`src/rtl/snake_body.sv`:
```
// Snake body register file: holds head-first cell list, advances it on each tick,
// handles growth, wrap-around and self-collision, and runs the IDLE/RUN/DEAD game FSM.
module snake_body #(
   parameter int max_len         = 16,
   parameter int num_len         = 10,
   parameter int max_len_bit_len = 4,
   parameter int width           = 32,
   parameter int height          = 24,
   parameter int start_x         = 16,
   parameter int start_y         = 12
) (
   input  logic                         clk,
   input  logic                         rst,
   input  logic                         start,
   input  logic                         tick,
   input  logic [1:0]                   dir_in,
   input  logic                         grow,
   output logic [max_len*num_len-1:0]   snake,
   output logic [num_len-1:0]           snake_head,
   output logic [max_len_bit_len-1:0]   len,
   output logic                         running,
   output logic                         dead
);

   typedef enum logic [1:0] {S_IDLE, S_RUN, S_DEAD} state_t;

   localparam logic [num_len-1:0]         NONE       = '1;
   localparam logic [num_len-1:0]         ONE_C      = num_len'(1);
   localparam logic [num_len-1:0]         W_C        = num_len'(width);
   localparam logic [num_len-1:0]         H_C        = num_len'(height);
   localparam logic [num_len-1:0]         START_CELL = num_len'(start_y * width + start_x);
   localparam logic [max_len_bit_len-1:0] LEN_INIT   = max_len_bit_len'(2);
   localparam logic [max_len_bit_len-1:0] LEN_ONE    = max_len_bit_len'(1);
   localparam logic [max_len_bit_len-1:0] LEN_MAX    = max_len_bit_len'(max_len - 1);
   localparam logic [1:0]                 DIR_RIGHT  = 2'd3;

   state_t                     state_q, state_d;
   logic [num_len-1:0]         body_q [max_len];
   logic [num_len-1:0]         body_d [max_len];
   logic [max_len_bit_len-1:0] len_q, len_d;
   logic [1:0]                 dir_q, dir_d;
   logic [1:0]                 pdir_q, pdir_d;
   logic                       gpend_q, gpend_d;

   logic [num_len-1:0] hx, hy, nx, ny, new_head;
   logic               do_move, grow_ok, hit;

   // Three-cell horizontal snake ending at the start cell, facing right.
   function automatic logic [num_len-1:0] init_slot(input int i);
      if (i < 3) return START_CELL - num_len'(i);
      return NONE;
   endfunction

   always_ff @(posedge clk or posedge rst) begin
      if (rst) state_q <= S_IDLE;
      else     state_q <= state_d;
   end

   always_comb begin
      state_d = state_q;
      case (state_q)
         S_IDLE:  if (start) state_d = S_RUN;
         S_RUN:   if (do_move && hit) state_d = S_DEAD;
         S_DEAD:  if (start) state_d = S_RUN;
         default: state_d = S_IDLE;
      endcase
   end

   always_comb begin
      running = (state_q == S_RUN);
      dead    = (state_q == S_DEAD);
   end

   // Next head from the pending direction, wrapping at every grid edge.
   always_comb begin
      hx = body_q[0] % W_C;
      hy = body_q[0] / W_C;
      nx = hx;
      ny = hy;
      case (pdir_q)
         2'd0:    ny = (hy == '0) ? H_C - ONE_C : hy - ONE_C;
         2'd1:    ny = (hy == H_C - ONE_C) ? '0 : hy + ONE_C;
         2'd2:    nx = (hx == '0) ? W_C - ONE_C : hx - ONE_C;
         default: nx = (hx == W_C - ONE_C) ? '0 : hx + ONE_C;
      endcase
      new_head = ny * W_C + nx;
   end

   assign do_move = (state_q == S_RUN) && tick;
   assign grow_ok = (gpend_q || grow) && (len_q < LEN_MAX);

   // The departing tail (slot len) only blocks the head when the snake is growing.
   always_comb begin
      hit = 1'b0;
      for (int i = 0; i < max_len; i++) begin
         if ((i < int'(len_q) || (grow_ok && i == int'(len_q))) && body_q[i] == new_head)
            hit = 1'b1;
      end
   end

   always_comb begin
      body_d  = body_q;
      len_d   = len_q;
      dir_d   = dir_q;
      gpend_d = gpend_q;
      pdir_d  = (dir_in == (dir_q ^ 2'd1)) ? pdir_q : dir_in;
      if (state_q == S_RUN) begin
         if (do_move) begin
            dir_d   = pdir_q;
            gpend_d = 1'b0;
            if (!hit) begin
               for (int i = 1; i < max_len; i++) begin
                  if (i <= int'(len_q) + int'(grow_ok)) body_d[i] = body_q[i-1];
               end
               body_d[0] = new_head;
               len_d     = grow_ok ? len_q + LEN_ONE : len_q;
            end
         end else begin
            gpend_d = gpend_q | grow;
         end
      end else if (state_q == S_DEAD && start) begin
         for (int i = 0; i < max_len; i++) body_d[i] = init_slot(i);
         len_d   = LEN_INIT;
         dir_d   = DIR_RIGHT;
         pdir_d  = DIR_RIGHT;
         gpend_d = 1'b0;
      end
   end

   always_ff @(posedge clk or posedge rst) begin
      if (rst) begin
         for (int i = 0; i < max_len; i++) body_q[i] <= init_slot(i);
         len_q   <= LEN_INIT;
         dir_q   <= DIR_RIGHT;
         pdir_q  <= DIR_RIGHT;
         gpend_q <= 1'b0;
      end else begin
         body_q  <= body_d;
         len_q   <= len_d;
         dir_q   <= dir_d;
         pdir_q  <= pdir_d;
         gpend_q <= gpend_d;
      end
   end

   for (genvar g = 0; g < max_len; g++) begin : g_pack
      assign snake[g*num_len +: num_len] = body_q[g];
   end

   assign snake_head = body_q[0];
   assign len        = len_q;

endmodule

```
`config.mk`:
```
export PLATFORM = sky130hd
export DESIGN_NAME = snake_body
export DESIGN_NICKNAME = d
export VERILOG_FILES = /design/src/rtl/snake_body.sv
export SDC_FILE = /design/constraint.sdc
export NUM_CORES = 1
export LEC_CHECK = 0
export CAP_MARGIN = 15
export CORE_MARGIN = 4
export CORE_UTILIZATION = 33
export CTS_CLUSTER_SIZE = 20
export DETAILED_ROUTE_END_ITERATION = 12
export DONT_BUFFER_PORTS = 1
export GPL_TIMING_DRIVEN = 1
export SYNTH_ARGS = -nofsm -noshare
export SYNTH_HDL_FRONTEND = slang
export SYNTH_SLANG_ARGS = --single-unit
```
`constraint.sdc`:
```
create_clock -name clk -period 8.45 [get_ports clk]
set_input_delay 2.1125 -clock clk [delete_from_list [all_inputs] [get_ports clk]]
set_output_delay 2.1125 -clock clk [all_outputs]
set_load 0.01 [all_outputs]
```
* Word level (Yosys, flattened, before mapping)
Index checks and enable logic that the tools add are counted.
Word-level totals: input port bits 7, bits in registers 171, logic and storage cells 261
Operators by class: reductions and logical operators 79, bitwise logic cells 2, muxes and demuxes 63, order comparisons 31, $add $sub $neg 7, eq/ne operators 58
Operators by type and width (count):
- 160-bit two-way mux | 4
- 5-bit by 32-bit less-or-equal comparator with 1-bit output (first input constant) | 7
- 10-bit two-way mux | 19
- 10-bit equality test | 16
- 4-bit by 32-bit less-or-equal comparator with 1-bit output (first input constant) | 4
- 3-bit by 32-bit less-or-equal comparator with 1-bit output (first input constant) | 2
- 4-bit AND reduction | 16
- 2-bit by 1-bit != test with 1-bit output (second input constant) | 19
- 1-bit logical AND | 36
- 4-bit equality test (first input constant) | 8
- 2-bit by 32-bit less-or-equal comparator with 1-bit output (first input constant) | 1
- 4-bit < comparator (first input constant) | 7
- 1-bit two-way mux | 21
- 10-bit zero test | 2
- 4-bit two-way mux | 5
- 10-bit one-hot mux with 2 select lines | 1
- 3-bit by 4-bit equality test with 1-bit output (first input constant) | 4
- 1-bit logical OR | 16
- 3-bit by 4-bit < comparator with 1-bit output (first input constant) | 4
- 2-bit two-way mux | 8
- 10-bit adder | 1
- 5-bit equality test (second input constant) | 2
- 5-bit two-way mux | 2
- 5-bit one-hot mux with 2 select lines | 1
- other kinds (26) | 34

* Longest topological paths before layout
Gate-level depths: netlist of the first run.
depth after elaboration 25, depth in mapped cells 23, gate-level depth less buffers 19

* Worst setup path after synthesis of the first run
OpenSTA, ideal clock, no wires.
path type flip-flop to flip-flop, start register body_q (netlist bit snake_head[0]), end register len_q[2], in the netlist len[2], cell stages (with the launch flop) 21, required time 8314 ps, data arrival time 5082 ps, path slack 3232 ps, buffers on the path 4, clock period less this slack 5218 ps, path through dfrtp_1 > ha_1 > and3_1 > ha_1 > clkbuf_1 > o41ai_1 > ha_1 > fa_1 > clkbuf_1 > xor2_1 > or4_1 > a221oi_1 > nand4_1 > or3_1 > a41o_1 > o2111ai_1 > or3_4 > buf_6 > buf_4 > nor2_1 > or3b_2
Between the ends: word-level cells in the longest chain between the ends 24
RTL lines:
- start, declared | line 38 | logic [num_len-1:0] body_q [max_len];
- start signal, assigned | line 138 | body_q <= body_d;
- 5-bit by 1-bit adder with 6-bit output (tied with other cells) | line 84 | default: nx = (hx == W_C - ONE_C) ? '0 : hx + ONE_C;
- 6-bit two-way mux / 10-bit two-way mux (equally long branches) | line 84, 83
- 10-bit one-hot mux with 2 select lines | line 80 | case (pdir_q)
- 10-bit adder | line 86 | new_head = ny * W_C + nx;
- 10-bit equality test | line 96 | if ((i < int'(len_q) || (grow_ok && i == int'(len_q))) && body_q[i] == new_head)
- 1-bit logical AND | line 96
- 1-bit two-way mux (15 in a row) | line 96
- 1-bit two-way mux (*) | line 96
- 2-bit != test (no line) (*)
- 4-bit AND reduction (no line) (*)
- end signal, assigned | line 139 | len_q <= len_d;
- end, declared | line 40 | logic [max_len_bit_len-1:0] len_q, len_d;
Every way passes the cells marked *; elsewhere a longest branch is shown, timed or not. A chain may end at the register's enable or synchronous reset.

* Final worst setup path of the first run
start register body_q (netlist bit snake_head[1]), end register body_q (netlist bit snake[142])
Between the ends: word-level cells in the longest chain between the ends 24
RTL lines (line):
- 5-bit by 1-bit adder with 6-bit output (tied with other cells) | 84
- 6-bit two-way mux / 10-bit two-way mux (equally long branches) | 84, 83
- 10-bit one-hot mux with 2 select lines | 80
- 10-bit adder | 86
- 10-bit equality test | 96
- 1-bit logical AND | 96
- 1-bit two-way mux (15 in a row) | 96
- 1-bit two-way mux (*) | 96
- 2-bit != test (no line) (*)
- 4-bit AND reduction (no line) (*)
Marked as above.

==> metrics.yaml, run 1 <==
run_status: "finished, final reports clean"
mapped_nets: 933
initial_core_utilization_pct: 33.5
rsz0062_at_grt: "false"
min_path_type: "flop to flop"
port_buffers: 0
cp-startpoint: "snake_head[1]"
area_growth_pct: 8.05
fillCellCount: 2978
resized_cells_post_cts: 0
grt_first_pass_wirelength_um: 52400
finalCritPeriodShare_pct: 77.4
grt_max_degree: 106
hold_viol: 0
max_freq_ghz: 0.153
clock_skew_ps: 17.9
ctsHoldBuffers: 0
synth_enable_flop_cells: 0
power.density_cell_area_nw_per_um2: 572
reg2reg_from: "snake_head[1]"
die-width_um: 181
detail_route.iter0.violations: 716
postCtsSetupRepairBufs: 0
clock_sinks: 171
ffs_latches_synth: 171
floorplan.die.height_um: 181
final.setup.tns_ps: 0
register_area_share_after_synthesis_pct: 45.0
power_leakage_nw: 3.70
cp_required_ps: 8830
crit_type: "flop to flop"
synth_warnings: 0
final-max-slew-violation-count: 0
synthArstFlopShare_pct: 100
globalRouteOverflowTotal: 0
clk_root_buffer_cell: "clkbuf_16"
crit_arrival_ps: 6930
cts_buffer_depth: 2
initial_antenna_violation_count: 0
path_clk_slew_ps: 70
level_count_of_the_clock_h_tree: 4
worstRegToRegCells: 16
n_antenna_cell: 0
timing.critical_path.from_type: "flop"
synth-main-ff-cell: "dfstp_2"
postRouteAntennaNets: 0
fin_nets: 897
finalWirelength_um: 34600
totalPowerFinal_mw: 6.13
final-setup-viol-count: 0
tritoncts_clock_tree: "yes"
mean_area_per_synthesized_cell_um2: 10.9
die-area_um2: 32900
endpoint: "snake[142]"
first_global_vias: 7531
final.hold.worst_slack_ps: 517
place_congestion: 0.894
synth.cell_area_um2: 9920
place_worst_setup_slack_ps: 1890
place.detailed.hpwl_um: 24900
reg_to_reg_endpoint: "snake[142]"
clock_insertion_delay_worst_skew_ps: 450
final-instance-count-excl-fill: 1277
via_count: 7558
drt-wirelength-per-cell_um: 27.1
cell_count_after_placement: 1244
reg2reg_slack_ps: 1910
synthCells: 910
max_slew.worst_pin.slew_ps: 996
io_pins: 183
grt_util_all_layers_pct: 20.8
rows: 63
coreArea_um2: 29600
via_per_inst: 5.92
drc_errors: 0
timing.max_cap.violations: 0
vdd.ir_drop.worst_mv: 0.231
cts_made_buffers: 17
synth_cell_types: 70
post_route_cells_drive_above_1_share_pct: 26.0
max-slew-margin-rel_pct: 31.9
critical_path_peak_fanout: 50
drt_pre_antenna_iters: 7
final_worst_path_period_need_ps: 6540
endpoint_kind: "flop"
post-route-worst-setup-slack_ps: 1910
[cell usage after synthesis, types with 7 or more instances]
cell / count / area share [%]
o22ai_1: 10 / 0.63
dfrtp_1: 22 / 5.5
o21ai_0: 21 / 1.1
o22a_1: 142 / 13
a22o_1: 8 / 0.71
inv_1: 31 / 1.2
ha_1: 15 / 1.9
nand3_1: 23 / 1.2
xnor2_1: 107 / 9.4
nor3_1: 21 / 1.1
nor4_1: 12 / 0.76
a22oi_1: 8 / 0.61
nand2b_1: 7 / 0.44
buf_6: 15 / 1.7
buf_4: 11 / 0.83
a21oi_4: 12 / 2.0
nand2_1: 38 / 1.4
nor2_1: 34 / 1.3
dfstp_2: 149 / 39
nand4_1: 18 / 1.1
or3_1: 20 / 1.3
a21oi_1: 20 / 1.0
xor2_1: 34 / 3.0
clkbuf_1: 25 / 0.95
mux2i_1: 7 / 0.71
buf_2: 10 / 0.50
[cell families (layout without fill, tap and decap cells)]
family,count (synthesis),in the layout,synth area share [%]
simple gates,209,209,11.3
fa+ha+maj,16,16,2.09
flops,171,171,45.0
xor+xnor,141,141,12.4
mux,8,8,0.820
compound gates,267,267,22.9
buf+inv,98,75,5.38
[sequential cells by signal (all words and copies together), names as in the netlist]
register,flops
snake,150
dir_q,2
len,4
gpend_q,1
snake_head,10
pdir_q,2
state_q,2
[cell type report]
class                   instances  area, µm²  area share, %
clock inverters                15        178           1.66
flip-flops and latches        171       4470           41.7
repair buffers                 12       90.1          0.840
multi-input cells             641       4950           46.2
clock buffers                  17        425           3.97
inverters                      31        121           1.13
well taps                     390        488           4.55
[cell usage in the layout, fill, tap and decap left out, types with 5 or more instances in the layout]
cell type	synthesis	routed
o22a_1	142	142
a22oi_1	8	8
o2111ai_1	5	5
inv_1	31	29
nand3_1	23	23
clkbuf_16	0	17
nand4_1	18	18
dfstp_2	149	149
a21oi_4	12	12
a21oi_1	20	20
xor2_1	34	34
nor4_1	12	11
o22ai_1	10	10
buf_4	11	12
nor2b_1	5	5
nor3_1	21	21
inv_8	0	5
ha_1	15	15
a21o_1	5	5
nor2_1	34	34
a31oi_1	5	5
o21ai_0	21	21
and3_1	5	5
xnor2_1	107	105
mux2i_1	7	7
nand2_1	38	38
nand2b_1	7	7
dfrtp_1	22	22
or4_1	5	5
a22o_1	8	8
or3_1	20	20
[critical path, stage by stage, from the launching register on]
cell,delay [ps]
dfrtp_1,750
ha_1,340
and3_1,180
ha_1,320
o41ai_1,130
ha_1,210
fa_1,1090
xor2_1,140
or4_1,490
a221oi_1,320
nand4_1,190
or3_1,410
a41o_1,260
o2111ai_1,170
or3_4,730
or3_1,500
o22a_1,220
[worst min-delay path by stage]
stage | slack [ps] | from | to | cells after the start
final | 520 | dir_q[1] | dir_q[1] | 2
after detailed placement | 500 | dir_q[0] | dir_q[0] | 2
after global placement | 490 | dir_q[0] | dir_q[0] | 2
after global routing | 540 | dir_q[0] | dir_q[0] | 2
after CTS | 510 | dir_q[0] | dir_q[0] | 2
after floorplan | 470 | dir_q[0] | dir_q[0] | 2
[per-layer routing]
layer  wire length (µm)  global-route usage [%]  up-vias
met5                  0                       0        -
li1                   -                       -     3281
met3               3580                    8.41       54
met4                875                    6.75        0
met2              15800                    31.9      353
met1              14400                    26.9     3870
[through the flow]
| step | area [µm²] | utilization, % |
|---|---|---|
| 6_report | 10700 | 36.2 |
| 5_1_grt | 10700 | 36.2 |
| 4_1_cts | 10700 | 36.1 |
| 3_5_place_dp | 10100 | 34.1 |
| 3_3_place_gp | 10100 | 34.1 |
| 2_1_floorplan | 9920 | - |
[power by group]
group	leakage (nW)	switching (mW)	total (mW)	internal (mW)
registers	1.85	0.964	2.39	1.43
clock network	0.289	0.383	0.806	0.423
logic	1.56	1.73	2.94	1.21
total	3.70	3.08	6.13	3.06
(Power assumes the default switching activity.)
==> run 2: changes to the inputs <==
clock period = 5.9 ns   (was 8.45 ns; I/O delays follow)
==> run 2 against run 1 <==
  * Critical path depth increased by 2
  * Worst setup slack got worse by 1700 ps
  * Largest cell class unchanged
  * Count of clock-buffer cells in the layout up 4
  * Largest power group unchanged
  * Global-route usage increased by 0.48 points
  * Via count up 1.9%
  * Die area stayed put
  * Cell area up 1.9%
  * Critical path type unchanged
  * Routed wire length grew 3.2%
==> metrics.yaml, run 2 (same netlist as run 1, synthesis figures left out) <==
final_cell_mix: "dfstp_2, o22a_1, xnor2_1"
max_slew.worst_pin.slew_ps: 970  # -26.6 ps
max-slew-margin-rel_pct: 35.0  # +3.2 points
clock_sinks: 171  # unchanged
rsz0062_at_grt: "false"
endpoint_kind: "flop"
via_per_inst: 5.92  # about the same
clk_root_buffer_cell: "clkbuf_16"
critical_path_buf_inv_count: 2  # +2
area_growth_pct: 10.1
layout.cells.most_common: "dfstp_2"
place.detailed.hpwl_um: 26100  # +4.9%
drc_errors: 0  # unchanged
finalCritPeriodShare_pct: 95.8  # +18 points
final-max-slew-violation-count: 0  # unchanged
initial_core_utilization_pct: 33.5  # unchanged
coreArea_um2: 29600  # unchanged
power_leakage_nw: 3.83  # +3.5%
final-setup-viol-count: 0  # unchanged
drt_pre_antenna_iters: 6  # -1
p_int_mw: 4.57  # +49%
power.density_cell_area_nw_per_um2: 824  # +44%
clockPowerShare_pct: 12.9  # -0.2 points
crit_chain: "ha_1 -> and3_1 -> ha_1 -> o41ai_2 -> ha_1 -> a21o_1 -> a21oi_1 -> xnor2_2 -> buf_12 -> xor2_1 -> nor3_1 -> a311oi_2 -> a41o_1 -> o2111ai_1 -> or3_4 -> buf_4 -> or3_1 -> o22a_1"
power_frac_seq_pct: 36.7  # -2.3 points
floorplan.die.height_um: 181  # unchanged
critical_path.slowest_cell: "xnor2_2"
initial_antenna_violation_count: 0  # unchanged
clock_insertion_delay_worst_skew_ps: 440  # about the same
place_worst_setup_slack_ps: 26.3  # -1870 ps
combinationalPowerShare_pct: 50.5  # +2.6 points
postCtsSetupRepairBufs: 0  # unchanged
cts_made_buffers: 17  # unchanged
place_congestion: 0.945  # +5.7%
largest_reg_flops: 150  # unchanged
fillCellCount: 2992  # +0.47%
max_freq_ghz: 0.177  # +16%
drt-wirelength-per-cell_um: 27.4  # +1.2%
ctsHoldBuffers: 0  # unchanged
finalWirelength_um: 35700  # +3.2%
post-route-worst-setup-slack_ps: 249  # -1660 ps
timing.critical_path.from_type: "flop"
fin_nets: 922  # +2.8%
io_pins: 183  # unchanged
postRouteAntennaNets: 0  # unchanged
tritoncts_clock_tree: "yes"
cp_required_ps: 6270  # -2560 ps
crit_arrival_ps: 6020  # -910 ps
post_route_cells_drive_above_1_share_pct: 28.0  # +1.9 points
min_path_type: "flop to flop"
critical-path-max-stage-delay_ps: 770  # -320 ps
crit_type: "flop to flop"
grt_max_degree: 88  # -17%
top_usage_layer: "met2"
use_met1_pct: 27.1  # +0.21 points
grt_first_pass_wirelength_um: 53500  # +2.1%
port_buffers: 0  # unchanged
timing.critical_path.mode_cell: "ha_1"
clock_skew_ps: 10.5  # -7.41 ps
final.setup.tns_ps: 0  # unchanged
hold_viol: 0  # unchanged
critical_path_peak_fanout: 13  # -74%
rows: 63  # unchanged
die-area_um2: 32900  # unchanged
level_count_of_the_clock_h_tree: 4  # unchanged
netSwitchingFraction_pct: 49.3  # -0.87 points
global_route.usage.met3_pct: 8.51  # +0.10 points
timing.max_cap.violations: 0  # unchanged
cpLargestDelayFamily: "compound AO/OA/AOI/OAI gates"
detail_route.iter0.violations: 646  # -9.8%
path_clk_slew_ps: 70  # about the same
via_count: 7705  # +1.9%
run_status: "finished, final reports clean"
cts_buffer_depth: 2  # unchanged
net-switching-power_mw: 4.44  # +44%
first_global_vias: 7908  # +5.0%
gr-usage-met2_pct: 32.4  # +0.52 points
grt_util_all_layers_pct: 21.3  # +0.48 points
globalRouteOverflowTotal: 0  # unchanged
n_antenna_cell: 0  # unchanged
final_worst_path_period_need_ps: 5650  # -892 ps
die-width_um: 181  # unchanged
vdd.ir_drop.worst_mv: 0.359  # +55%
-- run 2: cell count changes in the layout (fill, tap and decap cells not counted), moves of 2 or more --
cell	before	now
clkinv_4	4	0
buf_4	12	35
buf_12	0	2
clkbuf_1	0	3
inv_6	2	5
clkinv_8	2	0
inv_8	5	1
-- run 2: worst paths after layout --
kind | endpoint | from | slack [ps] | depth (start not counted)
hold reg to reg | dir_q[0] | dir_q[0] | 500 | 2
setup / recovery | snake[83] | snake_head[1] | 250 | 18
max in group asynchronous | snake[158] | rst | 3880 | 2
setup reg to reg | snake[83] | snake_head[1] | 250 | 18
min in group asynchronous | state_q[1] | rst | 1090 | 1
hold / removal | dir_q[0] | dir_q[0] | 500 | 2
-- run 2: what timing repair did --
| action | CTS | global route |
|---|---|---|
| setup endpoints to repair | 7 | 117 |
| gates resized for setup | 1 | 2 |
| pin swaps | 0 | 0 |
-- run 2: layout make-up --
class                      instances  area [µm²]  share of cell area (%)
tap                              390         488                    4.47
multi-input combinational        641        4960                    45.4
clock inverter                    11         134                    1.23
timing repair buffer              37         303                    2.77
clock buffer                      21         450                    4.12
sequential                       171        4470                    40.9
inverter                          31         121                    1.11
-- run 2: layer usage --
layer  up-vias  wire [µm]
met5         -          0
met4         0       1380
met3        80       3650
met2       358      16000
met1      3920      14700
li1       3347          -
-- run 2: tightest hold or removal path: stages (launching register included) --
cell     delay, ps
dfstp_2        380
inv_1           60
a21oi_1         60
-- run 2: power groups by stage --
stage	Clock, mW	Sequential [mW]	Combinational, mW
floorplan	0	2.81	3.53
global placement	0	3.34	4.43
detailed placement	0	3.34	4.48
CTS	1.18	3.33	4.51
global route	1.22	3.40	4.91
finish	1.16	3.30	4.54
-- run 2: stage by stage --
step                      util, %  cells  total power, mW  cell area [µm²]  hold slack (ps)
after global routing         36.9   1302             9.53            10900              555
after floorplan                 -    910             6.34             9920              474
after detailed placement     34.8   1270             7.82            10300              497
after global placement       34.8   1270             7.77            10300              492
final                        36.9   1302             9.00            10900              502
after CTS                    36.8   1302             9.02            10900              509
